===== config.mk =====
export PLATFORM = sky130hd
export DESIGN_NAME = alu_arbiter
export DESIGN_NICKNAME = d
export VERILOG_FILES = /design/src/rtl/alu_arbiter.sv
export SDC_FILE = /design/constraint.sdc
export NUM_CORES = 1
export LEC_CHECK = 0
export ABC_CLOCK_PERIOD_IN_PS = 4600
export CORE_AREA = 2 2 108 110
export CTS_BUF_LIST = sky130_fd_sc_hd__clkbuf_2
export DETAILED_ROUTE_END_ITERATION = 8
export DIE_AREA = 0 0 110 112
export PLACE_DENSITY = 0.7
export SYNTH_ARGS = -nofsm -noshare
export SYNTH_HDL_FRONTEND = slang
export SYNTH_SLANG_ARGS = --single-unit

===== constraint.sdc =====
create_clock -name clk -period 4.6 [get_ports clk]
set_input_delay 0.92 -clock clk [delete_from_list [all_inputs] [get_ports clk]]
set_output_delay 0.92 -clock clk [all_outputs]
set_load 0.05 [all_outputs]

===== src/rtl/alu_arbiter.sv =====
// Round-robin arbiter sharing one ALU between NUM_REQ requesters.
// The ALU is driven combinationally by the winner; its result is registered and returned on a response channel.
module alu_arbiter #(
  parameter int XLEN         = 32,
  parameter int ALU_OP_WIDTH = 4,
  parameter int NUM_REQ      = 2
) (
  input  logic                         clk,
  input  logic                         rst_n,
  input  logic [NUM_REQ-1:0]           req_valid,
  output logic [NUM_REQ-1:0]           req_ready,
  input  logic [NUM_REQ*XLEN-1:0]      req_src1,
  input  logic [NUM_REQ*XLEN-1:0]      req_src2,
  input  logic [NUM_REQ*ALU_OP_WIDTH-1:0] req_op,
  output logic [XLEN-1:0]              alu_src1,
  output logic [XLEN-1:0]              alu_src2,
  output logic [ALU_OP_WIDTH-1:0]      alu_op,
  input  logic [XLEN-1:0]              alu_result,
  input  logic                         alu_zero,
  output logic [NUM_REQ-1:0]           rsp_valid,
  input  logic [NUM_REQ-1:0]           rsp_ready,
  output logic [XLEN-1:0]              rsp_result,
  output logic                         rsp_zero
);

  localparam int              LGW       = (NUM_REQ > 1) ? $clog2(NUM_REQ) : 1;
  localparam logic [LGW:0]    NUM_REQ_W = (LGW+1)'(NUM_REQ);
  localparam logic [LGW-1:0]  LAST_RST  = LGW'(NUM_REQ - 1);

  typedef enum logic {
    ST_IDLE = 1'b0,
    ST_RESP = 1'b1
  } state_e;

  state_e              state_q;
  logic [LGW-1:0]      last_grant_q;
  logic [LGW-1:0]      rsp_owner_q;
  logic [NUM_REQ-1:0]  rsp_valid_q;
  logic [XLEN-1:0]     rsp_result_q;
  logic                rsp_zero_q;

  logic                can_accept_s;
  logic                win_found_s;
  logic [LGW-1:0]      win_idx_s;
  logic [LGW:0]        scan_sum_s;
  logic [LGW-1:0]      scan_idx_s;
  logic                scan_hit_s;
  logic [NUM_REQ-1:0]  sel_vec_s;
  logic                grant_s;
  logic [XLEN-1:0]     alu_src1_s;
  logic [XLEN-1:0]     alu_src2_s;
  logic [ALU_OP_WIDTH-1:0] alu_op_s;

  // Accept condition: idle, or the held response is being consumed this cycle
  always_comb begin
    can_accept_s = (state_q == ST_IDLE) || ((state_q == ST_RESP) && rsp_ready[rsp_owner_q]);
  end

  // Round-robin scan starting just after the last grant; the first valid requester wins
  always_comb begin
    win_found_s = 1'b0;
    win_idx_s   = '0;
    scan_sum_s  = '0;
    scan_idx_s  = '0;
    scan_hit_s  = 1'b0;
    for (int k = 1; k <= NUM_REQ; k++) begin
      scan_sum_s  = {1'b0, last_grant_q} + (LGW+1)'(k);
      scan_idx_s  = (scan_sum_s >= NUM_REQ_W) ? LGW'(scan_sum_s - NUM_REQ_W) : scan_sum_s[LGW-1:0];
      scan_hit_s  = ~win_found_s & req_valid[scan_idx_s];
      win_idx_s   = scan_hit_s ? scan_idx_s : win_idx_s;
      win_found_s = win_found_s | scan_hit_s;
    end
  end

  // One-hot grant and AND-OR operand mux; zero operands (ADD) when nobody is granted
  always_comb begin
    sel_vec_s  = '0;
    alu_src1_s = '0;
    alu_src2_s = '0;
    alu_op_s   = '0;
    for (int i = 0; i < NUM_REQ; i++) begin
      sel_vec_s[i] = can_accept_s & win_found_s & (win_idx_s == LGW'(i));
      alu_src1_s   = alu_src1_s | (req_src1[i*XLEN +: XLEN] & {XLEN{sel_vec_s[i]}});
      alu_src2_s   = alu_src2_s | (req_src2[i*XLEN +: XLEN] & {XLEN{sel_vec_s[i]}});
      alu_op_s     = alu_op_s | (req_op[i*ALU_OP_WIDTH +: ALU_OP_WIDTH] & {ALU_OP_WIDTH{sel_vec_s[i]}});
    end
    grant_s = |sel_vec_s;
  end

  // Grant FSM and response registers; a grant always (re)loads the response
  always_ff @(posedge clk or negedge rst_n) begin
    if (!rst_n) begin
      state_q      <= ST_IDLE;
      last_grant_q <= LAST_RST;
      rsp_owner_q  <= '0;
      rsp_valid_q  <= '0;
      rsp_result_q <= '0;
      rsp_zero_q   <= 1'b0;
    end else if (grant_s) begin
      state_q      <= ST_RESP;
      last_grant_q <= win_idx_s;
      rsp_owner_q  <= win_idx_s;
      rsp_valid_q  <= sel_vec_s;
      rsp_result_q <= alu_result;
      rsp_zero_q   <= alu_zero;
    end else begin
      case (state_q)
        ST_IDLE: begin
        end
        ST_RESP: begin
          if (rsp_ready[rsp_owner_q]) begin
            state_q     <= ST_IDLE;
            rsp_valid_q <= '0;
          end else begin
          end
        end
        default: begin
          state_q     <= ST_IDLE;
          rsp_valid_q <= '0;
        end
      endcase
    end
  end

  // Handshake is suppressed while reset is asserted
  assign req_ready  = sel_vec_s & {NUM_REQ{rst_n}};
  assign alu_src1   = alu_src1_s;
  assign alu_src2   = alu_src2_s;
  assign alu_op     = alu_op_s;
  assign rsp_valid  = rsp_valid_q;
  assign rsp_result = rsp_result_q;
  assign rsp_zero   = rsp_zero_q;

endmodule


### Word-level counts from Yosys, hierarchy flattened

Cells that the tools add are included.

| word-level totals | value |
|---|---|
| bits in registers | 38 |
| bits in latches | 0 |
| bits in writable memories | 0 |
| ROM bits | 0 |
| input bits | 175 |
| output and inout port bits | 105 |
| logic and storage cells | 55 |
| memories | 0 |

| operators by class | value |
|---|---|
| add/sub/neg operators | 4 |
| multipliers | 0 |
| divide/modulo/power cells | 0 |
| order comparisons | 5 |
| eq/ne operators | 0 |
| shifts and indexed selects | 0 |
| muxes and demuxes | 16 |
| bitwise operators | 18 |
| reduce and logical (&&, ||, !) cells | 6 |

Operators by type and width:

| kind | number |
|---|---|
| 32-bit bitwise AND | 4 |
| 32-bit OR | 2 |
| 1-bit 2-to-1 mux | 13 |
| 4-bit bitwise AND | 2 |
| 1-bit by 2-bit < comparator with 1-bit output (second input constant) | 3 |
| 2-bit 2-to-1 mux | 3 |
| 1-bit bitwise AND | 4 |
| 2-bit greater-or-equal comparator (second input constant) | 2 |
| 4-bit OR | 1 |
| 2-bit nonzero test | 2 |
| 1-bit inverter | 3 |
| 1-bit by 1-bit adder with 2-bit output (second input constant) | 1 |
| 1-bit by 2-bit adder with 2-bit output (second input constant) | 1 |
| 2-bit bitwise AND | 1 |
| 2-bit AND reduction | 1 |
| 2-bit OR reduction | 1 |
| 1-bit subtractor (second input constant) | 2 |
| 1-bit logical AND | 1 |
| 1-bit logical OR | 1 |
| 1-bit OR | 1 |

### Depth between registers and ports, before layout

Gate-level depths: netlist of the first run.

| logic depth | value |
|---|---|
| depth after elaboration | 13 |
| mapped depth | 6 |
| mapped depth without buffers | 3 |

### Worst setup path before layout of the first run

OpenSTA, ideal clock, no wires.

| path | value |
|---|---|
| kind | input-to-output |
| from | input port req_valid[1] |
| to | output port alu_src2[11] |
| arrival | 2401 ps |
| required time | 3680 ps |
| path slack | 1279 ps |
| stages | 6 |
| buffers on the path | 3 |
| path through | a21bo_2 -> buf_2 -> buf_4 -> buf_2 -> nand3_1 -> a21oi_1 |

| on the way | value |
|---|---|
| word-level cells in the longest chain between the ends | 9 |
| elaborated cells between the ends (all ways) | 16 |
| those cells by class | mux (6); bitwise (10) |

Ends and longest elaborated chain:

| element | RTL line | text |
|---|---|---|
| from (decl) | 10 | `input logic [NUM_REQ-1:0] req_valid,` |
| 1-bit 2-to-1 mux (implied by the code) (2 in a row) | 69 | `scan_hit_s = ~win_found_s & req_valid[scan_idx_s];` |
| 1-bit inverter | 69 |  |
| 1-bit bitwise AND | 69 |  |
| 1-bit OR / 1-bit 2-to-1 mux (equally long branches) | 71, 70 |  |
| 1-bit bitwise AND / 1-bit inverter (equally long branches) | 82 | `sel_vec_s[i] = can_accept_s & win_found_s & (win_idx_s == LGW'(i));` |
| 1-bit bitwise AND | 82 |  |
| 32-bit bitwise AND | 84 | `alu_src2_s = alu_src2_s \| (req_src2[i*XLEN +: XLEN] & {XLEN{sel_vec_s[i]}});` |
| 32-bit OR (*) | 84 |  |
| to (decl) | 16 | `output logic [XLEN-1:0] alu_src2,` |

Every way passes the cells marked *; elsewhere a longest branch is shown, timed or not. The select of a mux whose other input is x is not followed.

### Worst setup path after layout of the first run

| path | value |
|---|---|
| from | input port req_valid[1] |
| to | output port alu_src1[3] |

| on the way | value |
|---|---|
| word-level cells in the longest chain between the ends | 9 |
| elaborated cells between the ends (all ways) | 16 |
| those cells by class | mux (6); bitwise (10) |

Ends and longest elaborated chain:

| element | RTL line | text |
|---|---|---|
| 1-bit 2-to-1 mux (implied by the code) (2 in a row) | 69 |  |
| 1-bit inverter | 69 |  |
| 1-bit bitwise AND | 69 |  |
| 1-bit OR / 1-bit 2-to-1 mux (equally long branches) | 71, 70 |  |
| 1-bit bitwise AND / 1-bit inverter (equally long branches) | 82 |  |
| 1-bit bitwise AND | 82 |  |
| 32-bit bitwise AND | 83 | `alu_src1_s = alu_src1_s \| (req_src1[i*XLEN +: XLEN] & {XLEN{sel_vec_s[i]}});` |
| 32-bit OR (*) | 83 |  |
| to (decl) | 15 | `output logic [XLEN-1:0] alu_src1,` |

Marked as above.

==> results of run 1 <==
## routing by layer
| metal | wire [um] | up-vias |
|---|---|---|
| met5 | 0 | - |
| met4 | 199 | 0 |
| met3 | 1230 | 20 |
| met2 | 6062 | 185 |
| met1 | 4443 | 1622 |
| li1 | - | 1670 |
## power breakdown
part           leakage, nW  switching, W  internal [W]
Sequential           0.442     0.0000561      0.000420
Combinational         2.14       0.00102      0.000818
Clock               0.0532      0.000114      0.000147
## registers in the layout, summed over array words and instances (netlist names)
signal	count
rsp_zero	1
rsp_result	32
last_grant_q	1
state_q	1
rsp_valid	2
rsp_owner_q	1
## worst paths after layout
check / from / slack (ns) / to
worst max-delay path: req_valid[1] / 0.81 / alu_src1[3]
worst min-delay path: rsp_valid[0] / 0.54 / rsp_valid[0]
worst max register to register: rsp_owner_q / 2.38 / rsp_result[9]
worst min register to register: rsp_valid[0] / 0.54 / rsp_valid[0]
max in group asynchronous: rst_n / 3.68 / last_grant_q
min in group asynchronous: rst_n / 0.56 / rsp_result[16]
## logic make-up (layout without fill, tap and decap cells)
family | Yosys count | in the layout | synth area share
AO/OA/AOI/OAI | 77 | 77 | 0.1528
AND/OR/NAND/NOR | 147 | 147 | 0.2393
buffers and inverters | 35 | 296 | 0.07365
multiplexers | 35 | 35 | 0.1862
flip-flops | 38 | 38 | 0.3481
## synthesized netlist by cell type (all sizes together)
cell type	instances
nand2b	2
nand2	71
mux2	34
or2	1
a21oi	71
dfrtp	37
a22o	2
a21bo	1
a21boi	2
nor2	2
nand3	68
o22a	1
clkbuf	14
buf	21
and3	2
dfstp	1
mux2i	1
and2	1
## final cells by class
| cell class | count | area share |
|---|---|---|
| Clock buffer | 5 | 0.003932 |
| Sequential cell | 38 | 0.1496 |
| Multi-Input combinational cell | 259 | 0.2503 |
| Tap cell | 143 | 0.02812 |
| Clock inverter | 3 | 0.01081 |
| Timing Repair Buffer | 288 | 0.5572 |
## per-stage QoR
stage               cell area, um^2    util
finish                         6364  0.5695
global route                   6364  0.5695
CTS                            6364  0.5695
detailed placement             6270  0.5611
global placement               6270  0.5611
floorplan                      2735       -
==> out/results.ini, run 1 <==
[status]
outcome = finished clean

[synthesis]
synth_top_area_share = 0.3385
synth_cell_types = 23
synth_nets = 507
syn-cell-area_um2 = 2735
synth.avg_cell_area_um2 = 8.238
yosys-top-cells-area = dfrtp_1 (34%), mux2_4 (16%), a21oi_1 (13%)
seq_area_frac_synth = 0.3481
yosys.area.top_type = dfrtp_1
yosysWarnings = 0
ys_seq_elements = 38
syn_inst = 332

[global_route]
overflow = 0
grt_max_degree = 72
track_usage = 0.1840
grt_pass1_vias = 3569
grt_use_met3 = 0.05562
grt_first_pass_wirelength_um = 18160
grt.met1_usage = 0.2105
grt_antenna_before_repair = 0
grt.busiest_layer = met2
use_met2 = 0.3329

[detailed_routing]
firstDrtPassIters = 4
viasPerCell = 4.751
drt-total-wl_um = 11940
drt-initial-drc-count = 238
drc_errors = 0
drtAntennaViolNets = 0
vias = 3497
wire_per_inst_um = 16.22

[placed_design]
dp_slack_ns = 0.8184
dpl.hpwl_um = 9111
dp_cells = 728
io_buffers = 279
gp_congestion = 0.7858

[floorplan]
die_area_um2 = 12320
design.core.area_um2 = 11170
ios = 280
die_w_um = 110
start_util = 0.2448
rows = 39
fp.dieH_um = 112

[cts]
clk_latency_ns = 0.38
holdBufCountCts = 0
numCtsBuffers = 5
clk_pin_slew_ns = 0.19
htreeDepth = 2
cts_tree = built
clk_path_buf_depth = 2
clock-root-buffer = clkbuf_2
cts_resized = 0
clock-sinks = 38
post_cts_buffers = 0

[sta]
fin_crit_ns = 3.791
period_share = 0.8241
skew_ns = 0.009859
rsz0062_at_grt = false
fmaxAchievable_ghz = 0.2638
relSlewSlack = 0.2865
hold-worst-slack_ns = 0.5355
hold_viol = 0
fin_ws_ns = 0.8090
setup-violations-final = 0
slew_viol_final = 0
fin_tns_setup_ns = 0
tightest_slew_ns = 1.068

[layout]
final_cell_mix = clkdlybuf4s50_1 (209), nand2_1 (71), a21oi_1 (70), buf_12 (69), nand3_1 (68)
area_growth_pct = 132.7
multi_input_area_um2 = 1593
antennaDiodeCount = 0
final_common_cell = clkdlybuf4s50_1
register_area_um2 = 952.2
nets = 767
drive_gt1_frac = 0.2159
fill_cells = 942
final_cells = 736

[worst_hold_path]
min_path_type = reg -> reg
worst_hold_path.num_cells = 1

[pwr]
power_w = 0.002579
leakagePower_nw = 2.632
vdd_drop_max_mv = 0.2718
power.density_nw_per_um2 = 405.3

[setup_path]
path_max_fanout = 71
reg2reg_depth = 4
cp_slowest_stage_delay_ns = 0.56
cp.depth = 6
path_cells = clkdlybuf4s50_1 -> a21boi_4 -> buf_4 -> nand2_1 -> a21oi_1 -> buf_12
critPathTopFamily = buffers and inverters
worstSetupStartpointType = input port
crit_path_end_kind = output port
path_buf_inv = 3
critical_path_required_ns = 3.68
cp.arrival_ns = 2.87
critical_path.slowest_cell = buf_4
worstSetupPathType = in -> out

[job]
drv_cap = 0

No activity file was read; power rests on OpenSTA's default activity.
==> run 2, diff against run 1 <==
--- a/config.mk
+++ b/config.mk
@@ -5,7 +5,7 @@
 export SDC_FILE = /design/constraint.sdc
 export NUM_CORES = 1
 export LEC_CHECK = 0
-export ABC_CLOCK_PERIOD_IN_PS = 4600
+export ABC_CLOCK_PERIOD_IN_PS = 3600
 export CORE_AREA = 2 2 108 110
 export CTS_BUF_LIST = sky130_fd_sc_hd__clkbuf_2
 export DETAILED_ROUTE_END_ITERATION = 8
==> constraint.sdc (replaced) <==
create_clock -name clk -period 3.6 [get_ports clk]
set_input_delay 0.72 -clock clk [delete_from_list [all_inputs] [get_ports clk]]
set_output_delay 0.72 -clock clk [all_outputs]
set_load 0.05 [all_outputs]
==> out/results.ini, run 2 (synthesized netlist as in run 1, its figures left out) <==
[status]
outcome = finished clean

[sta]
setup-violations-final = 0
fin_tns_setup_ns = 0
tightest_slew_ns = 0.5946
skew_ns = 0.01122
period_share = 0.8975
hold_viol = 0
fin_crit_ns = 3.231
rsz0062_at_grt = false
fin_ws_ns = 0.3690
slew_viol_final = 0
fmaxAchievable_ghz = 0.3095
relSlewSlack = 0.6036
hold-worst-slack_ns = 0.09823

[pwr]
power.density_nw_per_um2 = 506.4
leakagePower_nw = 2.638
seqPwrFrac = 0.188
switching_share = 0.4703
p_comb_frac = 0.735
vdd_drop_max_mv = 0.4198
internal_power_w = 0.001712
clock_power_share = 0.077
net-switching-power_w = 0.001521

[layout]
final_common_cell = clkdlybuf4s50_1
stdcell_area_um2 = 6384
final_cell_mix = clkdlybuf4s50_1 (208), buf_12 (73), nand2_1 (71), a21oi_1 (70), nand3_1 (68)
nets = 768
antennaDiodeCount = 0
drive_gt1_frac = 0.2159
multi_input_area_um2 = 1593
area_growth_pct = 133.4
register_area_um2 = 952.2
largest_reg_flops = 32
fill_cells = 968

[floorplan]
die_w_um = 110
ios = 280
design.core.area_um2 = 11170
fp.dieH_um = 112
start_util = 0.2448
die_area_um2 = 12320
rows = 39

[placed_design]
dpl.hpwl_um = 9300
io_buffers = 279
dp_slack_ns = 0.3950
placed_area_um2 = 6325
gp_congestion = 0.8879

[cts]
cts_tree = built
holdBufCountCts = 0
clock-sinks = 38
post_cts_buffers = 0
clock-root-buffer = clkbuf_2
clk_pin_slew_ns = 0.19
htreeDepth = 2
cts_resized = 0
clk_path_buf_depth = 2
clk_latency_ns = 0.37
numCtsBuffers = 5

[setup_path]
worstSetupPathType = in -> out
reg2reg_depth = 4
critPathTopFamily = buffers and inverters
critical_path.slowest_cell = clkdlybuf4s50_1
cp.arrival_ns = 2.51
cp.depth = 6
critical_path_required_ns = 2.88
path_max_fanout = 20
worstSetupStartpointType = input port
cp_slowest_stage_delay_ns = 0.60
path_buf_inv = 3
crit_path_end_kind = output port
path_cells = clkdlybuf4s50_1 -> or2_2 -> buf_4 -> nand3_1 -> a21oi_1 -> buf_12

[detailed_routing]
viasPerCell = 4.696
drtAntennaViolNets = 0
wire_per_inst_um = 16.10
firstDrtPassIters = 5
vias = 3456
drt-initial-drc-count = 208
drc_errors = 0
drt-total-wl_um = 11850

[global_route]
track_usage = 0.1831
grt_first_pass_wirelength_um = 17950
overflow = 0
grt_antenna_before_repair = 0
grt_pass1_vias = 3573
grt_max_degree = 69

[job]
drv_cap = 0

[worst_hold_path]
min_path_type = in -> async

-- run 2: layer usage --
layer | vias up | global-route usage | routed length, um
met1 | 1584 | 0.2020 | 4333
met5 | - | 0 | 0
met4 | 0 | 0.04051 | 210
met3 | 16 | 0.06557 | 1310
li1 | 1670 | - | -
met2 | 186 | 0.3309 | 5996
-- run 2: final cells by class --
| type | instances | area share |
|---|---|---|
| clock buffers | 5 | 0.003920 |
| clock inverters | 2 | 0.005292 |
| flip-flops and latches | 38 | 0.1492 |
| repair buffers | 289 | 0.5641 |
| well taps | 143 | 0.02803 |
| multi-input cells | 259 | 0.2495 |
-- run 2: stage by stage --
stage,cells,utilization,total power (W)
after floorplan,332,-,0.001914
after global placement,729,0.5660,0.002983
after detailed placement,729,0.5660,0.003002
after CTS,736,0.5713,0.003264
after global routing,736,0.5713,0.003376
final,736,0.5713,0.003233
-- run 2: final timing paths --
check | from | end | slack (ns)
min in group clk | rsp_result[23] | rsp_result[23] | 0.53
max reg2reg | rsp_owner_q | rsp_result[24] | 1.76
min reg2reg | rsp_result[23] | rsp_result[23] | 0.53
max | req_valid[0] | alu_src1[16] | 0.37
max in group asynchronous | rst_n | last_grant_q | 2.83
min | rst_n | rsp_owner_q | 0.1
-- run 2: worst register-to-register path: cells and delay by family (launching register included) --
family | cells | cell delay (ns)
compound gates | 1 | 0.17
flops | 1 | 0.44
buf+inv | 1 | 0.51
mux | 2 | 0.64
-- run 2: power by group through the flow --
| stage | logic, W | registers [W] | clock network [W] |
|---|---|---|---|
| after CTS | 0.00239 | 0.000609 | 0.000260 |
| final | 0.00238 | 0.000608 | 0.000249 |
| after global placement | 0.00237 | 0.000612 | 0 |
| after global routing | 0.00247 | 0.000622 | 0.000279 |
| after floorplan | 0.000958 | 0.000955 | 0 |
| after detailed placement | 0.00239 | 0.000613 | 0 |
